$ cat src/rtl/tap_ir_dr_chain.sv
// JTAG instruction/data register chain driven by the TAP controller's state code.
// Holds IR, BYPASS, IDCODE and USER registers and shifts TDI toward TDO.
module tap_ir_dr_chain #(
  parameter int              IR_W       = 4,
  parameter int              DR_W       = 8,
  parameter logic [31:0]     IDCODE_VAL = 32'h1000_0A5F,
  parameter logic [IR_W-1:0] INS_IDCODE = IR_W'(1),
  parameter logic [IR_W-1:0] INS_USER   = IR_W'(2)
) (
  input  logic            GCLK,
  input  logic            TRST_n,
  input  logic [3:0]      state_obs,
  input  logic            TDI,
  output logic            TDO,
  output logic            TDO_en,
  output logic [IR_W-1:0] ir_q,
  output logic [DR_W-1:0] user_q,
  output logic            user_upd
);

  typedef enum logic [3:0] {
    ST_EX2_DR = 4'h0, ST_EX1_DR = 4'h1, ST_SH_DR  = 4'h2, ST_PS_DR  = 4'h3,
    ST_SEL_IR = 4'h4, ST_UPD_DR = 4'h5, ST_CAP_DR = 4'h6, ST_SEL_DR = 4'h7,
    ST_EX2_IR = 4'h8, ST_EX1_IR = 4'h9, ST_SH_IR  = 4'hA, ST_PS_IR  = 4'hB,
    ST_RTI    = 4'hC, ST_UPD_IR = 4'hD, ST_CAP_IR = 4'hE, ST_TLR    = 4'hF
  } tap_state_e;

  tap_state_e      w_state;
  logic            w_sel_id;
  logic            w_sel_user;
  logic            w_dr_lsb;

  logic [IR_W-1:0] r_ir_sr;
  logic [IR_W-1:0] r_ir_q;
  logic [31:0]     r_id_sr;
  logic [DR_W-1:0] r_user_sr;
  logic [DR_W-1:0] r_user_q;
  logic            r_bypass;
  logic            r_tdo;
  logic            r_tdo_en;
  logic            r_user_upd;

  assign w_state    = tap_state_e'(state_obs);
  assign w_sel_id   = (r_ir_q == INS_IDCODE);
  assign w_sel_user = !w_sel_id && (r_ir_q == INS_USER);

  always_comb begin
    // NOTE: defaulting every combinational output first keeps this a pure mux (no latch).
    w_dr_lsb = r_bypass;
    if (w_sel_id)        w_dr_lsb = r_id_sr[0];
    else if (w_sel_user) w_dr_lsb = r_user_sr[0];
  end

  // Instruction register path.
  // NOTE: every register, including the shift registers, is cleared by the async reset
  // so a reset mid-scan discards partial contents immediately.
  always_ff @(posedge GCLK or negedge TRST_n) begin
    if (!TRST_n) begin
      r_ir_sr <= '0;
      r_ir_q  <= INS_IDCODE;
    end else begin
      // NOTE: non-blocking assignments so every flop samples pre-edge values.
      unique case (w_state)
        ST_TLR: begin
          r_ir_q  <= INS_IDCODE;
          r_ir_sr <= '0;
        end
        ST_CAP_IR: r_ir_sr <= IR_W'(2'b01);
        ST_SH_IR:  r_ir_sr <= {TDI, r_ir_sr[IR_W-1:1]};
        ST_UPD_IR: r_ir_q  <= r_ir_sr;
        default: ;
      endcase
    end
  end

  // Data register path: only the register selected by the current instruction moves.
  always_ff @(posedge GCLK or negedge TRST_n) begin
    if (!TRST_n) begin
      r_id_sr    <= '0;
      r_user_sr  <= '0;
      r_user_q   <= '0;
      r_bypass   <= 1'b0;
      r_user_upd <= 1'b0;
    end else begin
      r_user_upd <= 1'b0;
      unique case (w_state)
        ST_CAP_DR: begin
          if (w_sel_id)        r_id_sr   <= IDCODE_VAL;
          else if (w_sel_user) r_user_sr <= r_user_q;
          else                 r_bypass  <= 1'b0;
        end
        ST_SH_DR: begin
          if (w_sel_id)        r_id_sr   <= {TDI, r_id_sr[31:1]};
          else if (w_sel_user) r_user_sr <= {TDI, r_user_sr[DR_W-1:1]};
          else                 r_bypass  <= TDI;
        end
        ST_UPD_DR: begin
          if (w_sel_user) begin
            r_user_q   <= r_user_sr;
            r_user_upd <= 1'b1;
          end
        end
        default: ;
      endcase
    end
  end

  // Serial output: TDO holds its last bit outside the shift states.
  always_ff @(posedge GCLK or negedge TRST_n) begin
    if (!TRST_n) begin
      r_tdo    <= 1'b0;
      r_tdo_en <= 1'b0;
    end else begin
      r_tdo_en <= (w_state == ST_SH_IR) || (w_state == ST_SH_DR);
      if (w_state == ST_SH_IR)      r_tdo <= r_ir_sr[0];
      else if (w_state == ST_SH_DR) r_tdo <= w_dr_lsb;
    end
  end

  assign TDO      = r_tdo;
  assign TDO_en   = r_tdo_en;
  assign ir_q     = r_ir_q;
  assign user_q   = r_user_q;
  assign user_upd = r_user_upd;

endmodule

$ cat config.mk
export PLATFORM = sky130hd
export DESIGN_NAME = tap_ir_dr_chain
export DESIGN_NICKNAME = d
export VERILOG_FILES = /design/src/rtl/tap_ir_dr_chain.sv
export SDC_FILE = /design/constraint.sdc
export NUM_CORES = 1
export LEC_CHECK = 0
export ABC_AREA = 1
export CAP_MARGIN = 30
export CORE_AREA = 2 2 80 82
export CTS_CLUSTER_SIZE = 20
export DETAILED_ROUTE_END_ITERATION = 16
export DIE_AREA = 0 0 82 84
export DONT_BUFFER_PORTS = 1
export PLACE_DENSITY = 0.58
export SYNTH_ARGS = -nofsm -noshare
export SYNTH_HDL_FRONTEND = slang
export SYNTH_SLANG_ARGS = --single-unit
$ cat constraint.sdc
create_clock -name GCLK -period 3.9 [get_ports GCLK]
set_input_delay 0.975 -clock GCLK [delete_from_list [all_inputs] [get_ports GCLK]]
set_output_delay 0.975 -clock GCLK [all_outputs]
set_load 0.02 [all_outputs]
==> metrics, run 1 <==
status completed; core area 6100 um2; Yosys top cell area share roughly 60%; share of layout cells above drive strength 1 13.7%; die extent in y roughly 84 um; Longest Clk Path Bufs 2; footprint of the multi-input gates roughly 800 um2; I/O pin count 22; Hold Crit Class in -> async; Initial Util between 40% and 50%; DIE AREA ~6900 um2; Mapped Area about 2500 um2; largest cells by area after synthesis dfrtp_1 58%, o21ai_0 7.7%, inv_1 6.7%; Mapped Nets 269; clk_skew between 0.006 and 0.007 ns; RSZ-0062 raised after global routing false; Critical R2R Launch ir_q[0]$_DFFE_PN1P_; global-route wire length before repair ~7500 um; fin cells approximately 350; register area 1500 um2; final hold viol count 0; Startpoint Class flip-flop; fill count a little under 600; reg2reg end r_id_sr[12]$_DFFE_PN0P_; drt pass-1 iters 4; crit-path max cell delay between 0.6 and 0.7 ns; flop2flop setup slack 1.90 ns; routability cong. about 0.72; CP max FO 33; CP max-delay cell dfstp_2; Primary FF master, synth dfrtp_1; via count 1,664; CTS H-tree lvls 3; Final ANT Viol Nets 0; pin count of the biggest net entering global routing 61; Hold Buf Count CTS 0; CTS Buf Count 9; syn_area_per_cell about 9.7 um2; HPWL after DPL ~2700 um; total global routing overflow 0; routed length per placed instance approximately 13 um; Clk Tree Root Cell clkbuf_8; 1st-iter DRT viols 130; Worst slew margin 69.1%; Die Span X 82 um; crit path DAT 2.25 ns; initial antenna violation count 0; max-slew violations 0; maxcap violations 0; PD cells a little under 700 nW/um2; area growth from synthesis to layout 10.8%; Post-synth ARST share between 90% and 100%; fmax ~500 MHz; Setup crit end r_id_sr[12]$_DFFE_PN0P_; vias in the first global route approximately 1,600; final period utilization 51.3%; final setup violation count 0; worst-margin pin slew about 0.46 ns; Mapped Cells around 260; Reg clk slew, reported paths 0.07 ns; clk sinks 60; Setup CP Type reg -> reg; worst-path cell chain inv_1, nor2_1, nand2_1, nor2_8, nand2_4, o21ai_0; Port Buffer Count 0; EDFF count, synth 0; CP required slightly above 4 ns; DRC 0; postcts setup bufs 0; routed wire length about 4400 um; setup TNS 0 ns; cts repair resizes 0; P_leak roughly 1.3 nW; Yosys top cell by area dfrtp_1; Core Rows 29; CTS tree built; nets between 200 and 300; Yosys cell types 24; Crit. Startpoint ir_q[0]$_DFFE_PN1P_; VDD IR max roughly 280 uV; Placed Instances approximately 330; Yosys reg bits 60; ant diodes 0; sequential area share after synthesis between 50 and 60%; fin crit period about 2.0 ns; clk_lat worst skew about 0.34 ns; Worst R2R Path Depth 6; vias per cell between 4 and 5; YS warnings 0; CP endpoint kind flip-flop; GRT Total Usage between 10 and 15%
[synthesized netlist by cell type, types with 3 or more instances]
library cell and n:
buf_2 3, dfrtp_1 59, inv_1 45, nand2_1 44, nand3_1 6, nor2_1 15, nor2_2 5, o21ai_0 39
o21ai_1 8, o22ai_1 14, o22ai_2 6
[report_power, final]
part | internal, mW | switching, mW | total (mW)
registers | 0.822 | 0.112 | 0.935
clock network | 0.410 | 0.238 | 0.648
logic | 0.139 | 0.179 | 0.318
[worst max-delay path: cells and delay by family (launching register included)]
kind / cells / cell delay (ns)
DFF: 1 / 0.61
AOI/OAI and AO/OA: 1 / 0.23
buffers and inverters: 1 / 0.07
and+or+nand+nor: 4 / 1.01
[metrics by stage]
| stage | worst slack, ns | hold WS [ns] | power [mW] | cell area [um2] | utilization (%) |
|---|---|---|---|---|---|
| 5_1_grt | 1.69 | 0.312 | 2.02 | 2800 | 46.0 |
| 4_1_cts | 1.87 | 0.313 | 1.92 | 2800 | 46.0 |
| 6_report | 1.90 | 0.330 | 1.90 | 2800 | 46.0 |
| 3_5_place_dp | 1.57 | 0.471 | 1.27 | 2570 | 42.1 |
| 2_1_floorplan | 2.08 | 0.448 | 1.20 | 2530 | - |
| 3_3_place_gp | 1.62 | 0.460 | 1.26 | 2570 | 42.1 |
[area by class of cell]
type	count	area share, %
inverter	46	6.16
clock buffer	12	5.89
multi-input combinational	148	28.4
clock inverter	4	2.50
sequential	60	53.6
tap	77	3.44
[routing by layer]
metal / routed length, um / global-route usage, % / part of all wire (%) / vias to the layer above
li1: - / - / - / 849
met1: 2080 / 18.5 / 47 / 773
met3: 207 / 3.68 / 4.7 / 11
met2: 1980 / 21.4 / 45 / 31
met5: 0 / 0 / 0 / -
met4: 124 / 9.55 / 2.8 / 0
[worst min-delay path by stage]
stage | slack [ns] | depth (start not counted) | to
finish | 0.33 | 0 | r_id_sr[16]$_DFFE_PN0P_
global route | 0.31 | 0 | r_id_sr[5]$_DFFE_PN0P_
CTS | 0.31 | 0 | user_q[2]$_DFFE_PN0P_
detailed placement | 0.47 | 2 | r_id_sr[10]$_DFFE_PN0P_
global placement | 0.46 | 2 | r_id_sr[29]$_DFFE_PN0P_
floorplan | 0.45 | 2 | r_id_sr[10]$_DFFE_PN0P_
[registers in the layout, indices dropped and copies added (netlist names)]
signal / count
r_user_sr: 8
TDO_en: 1
r_ir_sr: 4
r_bypass: 1
user_upd: 1
ir_q: 4
user_q: 8
TDO: 1
r_id_sr: 32
[layout by cell type, fill, tap and decap left out, drive strengths merged, types with 2 or more instances in the layout]
cell type  count
clkbuf        12
dfrtp         59
inv           46
bufinv         2
o21ai         47
nor2          23
nand3          6
o22ai         20
nand2         48
clkinv         2
[cells by family after synthesis]
group,share of synthesized area (%)
DFF,59.4
AOI/OAI and AO/OA,16.2
buffers and inverters,9.10
and+or+nand+nor,15.2
Note: power is estimated with default switching activity, not from simulation.
==> run 2: changes to the inputs <==
clock period = 1.87 ns   (was 3.9 ns; I/O delays follow)
==> metrics, run 2 (synthesis results as in run 1) <==
fin crit period 1.69 ns (was 2.00 ns); VDD IR max 509 uV (was 277 uV); GRT Total Usage 15.2% (was 14.5%); CP required 2.11 ns (was 4.15 ns); met2 track demand over resource 21.6% (was 21.4%); worst-path cell chain inv_1, nor2_1, nand2_1, nor2_8, nand2_8, o21ai_0 (was inv_1, nor2_1, nand2_1, nor2_8, nand2_4, o21ai_0); Core Rows 29 (unchanged); Port Buffer Count 0 (unchanged); DRC 0 (unchanged); Die Span X 82 um (unchanged); worst-margin pin slew 0.429 ns (was 0.464 ns); crit path DAT 1.93 ns (was 2.25 ns); CTS H-tree lvls 3 (unchanged); commonest cells after routing, fill and taps aside 59 x dfrtp_1, 45 x inv_1, 44 x nand2_1 (unchanged); Worst R2R Path Depth 6 (unchanged); status complete, but fails checks (was completed); Initial Util 41.5% (unchanged); Clk Tree Root Cell clkbuf_8 (unchanged); initial antenna violation count 0 (unchanged); Hold Crit Class in -> async (unchanged); via count 1,663 (was 1,664); clk sinks 60 (unchanged); RSZ-0062 raised after global routing false (unchanged); WP buf/inv 1 (unchanged); Startpoint Class flip-flop (unchanged); share of layout cells above drive strength 1 13.3% (was 13.7%); commonest non-fill, non-tap cell in the layout dfrtp_1 (unchanged); Final ANT Viol Nets 0 (unchanged); Worst slew margin 71.1% (was 69.1%); total global routing overflow 0 (unchanged); CTS tree built (unchanged); Final Core Density 45.6% (was 46.0%); Critical R2R Launch ir_q[0]$_DFFE_PN1P_ (unchanged); critical path depth 6 (unchanged); crit-path max cell delay 0.61 ns (about the same); ant diodes 0 (unchanged); Longest Clk Path Bufs 2 (unchanged); kind of cell adding the most delay to the critical path simple AND/OR/NAND/NOR gates (unchanged); met1 Usage GRT 20.8% (was 18.5%); final setup violation count 0 (unchanged); flop2flop setup slack 0.18 ns (was 1.90 ns); max-slew violations 0 (unchanged); DIE AREA 6890 um2 (unchanged); routed wire length 4480 um (was 4390 um); vias per cell 4.78 (was 4.80); die extent in y 84 um (unchanged); routed length per placed instance 12.9 um (was 12.6 um); drt pass-1 iters 4 (unchanged); CP max FO 26 (was 33); met3 Use GR 5.41% (was 3.68%); Reg clk slew, reported paths 0.07 ns (about the same); largest register by flop count r_id_sr (unchanged); nets 273 (was 272); postcts setup bufs 0 (unchanged); core area 6100 um2 (unchanged); max reg flops 32 (unchanged); setup TNS 0 ns (unchanged); failing checks hold timing; clk_lat worst skew 0.33 ns (was 0.34 ns); reg2reg end r_id_sr[29]$_DFFE_PN0P_ (was r_id_sr[12]$_DFFE_PN0P_); maxcap violations 0 (unchanged); PD cells 1340 nW/um2 (was 678 nW/um2); HPWL after DPL 2870 um (was 2710 um); vias in the first global route 1,683 (was 1,644); fmax 592 MHz (was 500 MHz); final period utilization 90.3% (was 51.3%); CTS Buf Count 9 (unchanged); area growth from synthesis to layout 9.95% (was 10.8%); Setup CP Type reg -> reg (unchanged); I/O pin count 22 (unchanged); clk_skew 0.00823 ns (was 0.00622 ns); P_leak 1.32 nW (was 1.35 nW); pin count of the biggest net entering global routing 61 (unchanged); CP max-delay cell dfstp_2 (unchanged); WHS -0.175 ns (was 0.330 ns); routability cong. 0.713 (was 0.723); final hold viol count 60 (was 0); gr busiest metal met2 (unchanged); CP endpoint kind flip-flop (unchanged); 1st-iter DRT viols 123 (was 130); global-route wire length before repair 7860 um (was 7500 um)
[run 2: changes by cell type in the layout (fill, tap and decap cells not counted)]
cell	previous run	this run
buf_12	0	1
bufinv_16	2	1
clkbuf_1	0	2
clkbuf_8	12	9
clkinv_2	2	3
clkinvlp_4	0	1
nand2_4	2	1
nand2_8	0	1
[run 2: power by group]
part,leakage [nW],total (mW),switching (mW),internal [mW]
Combinational,0.476,0.672,0.379,0.293
Sequential,0.751,1.95,0.237,1.71
Clock,0.0931,1.11,0.504,0.609
[run 2: worst register-to-register path: stages, from the launching register on]
cell and delay [ns]:
dfstp_2 0.61, inv_1 0.07, nor2_1 0.13, nand2_1 0.17, nor2_8 0.23, nand2_8 0.17, o21ai_0 0.21
[run 2: routing by layer]
| metal | share of wire (%) | wire length, um |
|---|---|---|
| met1 | 48 | 2140 |
| met2 | 45 | 2030 |
| met3 | 5.1 | 228 |
| met4 | 1.8 | 80 |
| met5 | 0 | 0 |
[run 2: timing repair]
action | in CTS | in global routing
hold endpoints to repair | 60 | 60
gates resized for setup | 0 | 1
setup endpoints to repair | 0 | 1
[run 2: how the worst max path moves through the flow]
stage / slack (ns) / to / start
2_1_floorplan: 0.38 / r_id_sr[2]$_DFFE_PN0P_ / ir_q[0]$_DFFE_PN1P_
3_3_place_gp: 0.18 / r_id_sr[0]$_DFFE_PN0P_ / ir_q[0]$_DFFE_PN1P_
6_report: 0.18 / r_id_sr[29]$_DFFE_PN0P_ / ir_q[0]$_DFFE_PN1P_
5_1_grt: 0.04 / r_id_sr[11]$_DFFE_PN0P_ / ir_q[0]$_DFFE_PN1P_
3_5_place_dp: 0.12 / r_id_sr[5]$_DFFE_PN0P_ / ir_q[0]$_DFFE_PN1P_
4_1_cts: 0.1 / r_id_sr[29]$_DFFE_PN0P_ / ir_q[0]$_DFFE_PN1P_
[run 2: final cells by class]
class | count | area, um2
fill | 603 | 3320
sequential | 60 | 1500
multi-input combinational | 148 | 805
inverter | 46 | 173
clock buffer | 11 | 131
tap | 77 | 96.3
clock inverter | 5 | 52.6
timing repair buffer | 1 | 20.0
[run 2: through the flow]
step | setup slack, ns | instances | hold slack, ns | area [um2] | total power [mW]
3_3_place_gp | 0.181 | 332 | 0.174 | 2590 | 2.63
3_5_place_dp | 0.124 | 332 | 0.174 | 2590 | 2.66
5_1_grt | 0.0368 | 348 | -0.192 | 2780 | 3.98
4_1_cts | 0.0979 | 348 | -0.187 | 2770 | 3.77
6_report | 0.182 | 348 | -0.175 | 2780 | 3.74
2_1_floorplan | 0.375 | 262 | 0.172 | 2530 | 2.50
==> run 3: changes to the inputs <==
CELL_PAD_IN_SITES_DETAIL_PLACEMENT = 1   (was default)
CELL_PAD_IN_SITES_GLOBAL_PLACEMENT = 1   (was default)
PLACE_DENSITY = 0.7   (was 0.58)
==> metrics, run 3 (synthesis results as in run 1) <==
drt pass-1 iters 4 (unchanged); Placed Area 2580 um2 (was 2590 um2); Longest Clk Path Bufs 2 (unchanged); Hold Crit Class in -> async (unchanged); final hold viol count 3 (was 60); cell mode on critical path o21ai_0; CP required 2.12 ns (was 2.11 ns); Reg clk slew, reported paths 0.07 ns (about the same); WP buf/inv 2 (was 1); initial antenna violation count 0 (unchanged); gr busiest metal met2 (unchanged); CTS tree built (unchanged); final setup violation count 0 (unchanged); nets 275 (was 273); crit-path max cell delay 0.61 ns (about the same); Final ANT Viol Nets 0 (unchanged); routability cong. 0.715 (was 0.713); WHS -0.00189 ns (was -0.175 ns); vias per cell 4.94 (was 4.78); Worst slew margin 70.9% (was 71.1%); Initial Util 41.5% (unchanged); met3 Use GR 5.74% (was 5.41%); CTS Buf Count 9 (unchanged); I/O pin count 22 (unchanged); worst-path cell chain inv_1, nor2_1, nand2_1, nor2_8, buf_4, o21ai_0, o21ai_0 (was inv_1, nor2_1, nand2_1, nor2_8, nand2_8, o21ai_0); failing checks hold timing (unchanged); crit path DAT 1.92 ns (was 1.93 ns); Core Rows 29 (unchanged); clk_skew 0.00842 ns (was 0.00823 ns); VDD IR max 556 uV (was 509 uV); 1st-iter DRT viols 98 (was 123); maxcap violations 0 (unchanged); fmax 599 MHz (was 592 MHz); commonest non-fill, non-tap cell in the layout dfrtp_1 (unchanged); clk sinks 60 (unchanged); met1 Usage GRT 23.0% (was 20.8%); DIE AREA 6890 um2 (unchanged); DRC 0 (unchanged); final period utilization 89.3% (was 90.3%); Worst R2R Path Depth 7 (was 6); CTS H-tree lvls 3 (unchanged); HPWL after DPL 3190 um (was 2870 um); fin crit period 1.67 ns (was 1.69 ns); clk_lat worst skew 0.33 ns (about the same); Clk Tree Root Cell clkbuf_8 (unchanged); vias in the first global route 1,796 (was 1,683); setup TNS 0 ns (unchanged); kind of cell adding the most delay to the critical path flip-flops (was simple AND/OR/NAND/NOR gates); routed wire length 4980 um (was 4480 um); routed length per placed instance 14.2 um (was 12.9 um); Setup CP Type reg -> reg (unchanged); met2 track demand over resource 23.7% (was 21.6%); CP max-delay cell dfstp_2 (unchanged); Startpoint Class flip-flop (unchanged); commonest cells after routing, fill and taps aside 59 x dfrtp_1, 45 x inv_1, 44 x nand2_1 (unchanged); critical path depth 7 (was 6); CP max FO 16 (was 26); total global routing overflow 0 (unchanged); pin count of the biggest net entering global routing 61 (unchanged); PD cells 1320 nW/um2 (was 1340 nW/um2); fill count 703 (was 603); area growth from synthesis to layout 9.65% (was 9.95%); max reg flops 32 (unchanged); status complete, but fails checks (unchanged); core area 6100 um2 (unchanged); ant diodes 0 (unchanged); die extent in y 84 um (unchanged); largest register by flop count r_id_sr (unchanged); cts repair resizes 0 (unchanged); via count 1,729 (was 1,663); max-slew violations 0 (unchanged); Port Buffer Count 0 (unchanged); final instance area 2770 um2 (was 2780 um2); share of layout cells above drive strength 1 13.2% (was 13.3%); postcts setup bufs 0 (unchanged); global-route wire length before repair 8630 um (was 7860 um); worst-margin pin slew 0.432 ns (was 0.429 ns); Die Span X 82 um (unchanged); GRT Total Usage 16.8% (was 15.2%); RSZ-0062 raised after global routing false (unchanged); CP endpoint kind flip-flop (unchanged); P_leak 1.33 nW (was 1.32 nW)
==> run 3: metal layers <==
| metal | vias up | wire length (um) |
|---|---|---|
| met5 | - | 0 |
| met4 | 0 | 102 |
| met3 | 9 | 216 |
| met2 | 24 | 2210 |
| met1 | 843 | 2450 |
| li1 | 853 | - |
==> run 3: worst paths after layout <==
kind,startpoint,to,slack [ns]
max,ir_q[0]$_DFFE_PN1P_,r_id_sr[11]$_DFFE_PN0P_,0.20
min,TRST_n,r_ir_sr[2]$_DFFE_PN0P_,-0.002
max reg2reg,ir_q[0]$_DFFE_PN1P_,r_id_sr[11]$_DFFE_PN0P_,0.20
min reg2reg,r_id_sr[10]$_DFFE_PN0P_,r_id_sr[10]$_DFFE_PN0P_,0.49
max in group asynchronous,TRST_n,ir_q[0]$_DFFE_PN1P_,1.59
min in group GCLK,TDI,r_ir_sr[3]$_DFFE_PN0P_,0.30
==> run 3: final cells by class <==
class,instances,area [um2],share of cell area [%]
sequential,60,1500,54.2
clock buffer,14,153,5.51
clock inverter,2,10.0,0.361
multi-input combinational,148,796,28.7
inverter,46,173,6.23
tap,77,96.3,3.47
timing repair buffer,3,42.5,1.53
==> run 3: power by group <==
group	internal [mW]	total (mW)	switching (mW)	leakage (nW)
combinational	0.298	0.704	0.406	0.498
sequential	1.72	1.96	0.244	0.751
clock	0.515	1.00	0.488	0.0844
==> run 3: stage by stage <==
| stage | util, % | instances | hold WS (ns) | worst slack (ns) | power (mW) |
|---|---|---|---|---|---|
| after global routing | 45.5 | 350 | -0.00187 | 0.00613 | 3.94 |
| after global placement | 42.4 | 333 | 0.175 | 0.229 | 2.62 |
| after CTS | 45.0 | 349 | -0.195 | 0.170 | 3.69 |
| final | 45.5 | 350 | -0.00189 | 0.201 | 3.67 |
| after detailed placement | 42.4 | 333 | 0.175 | 0.191 | 2.67 |
| after floorplan | - | 262 | 0.172 | 0.375 | 2.50 |
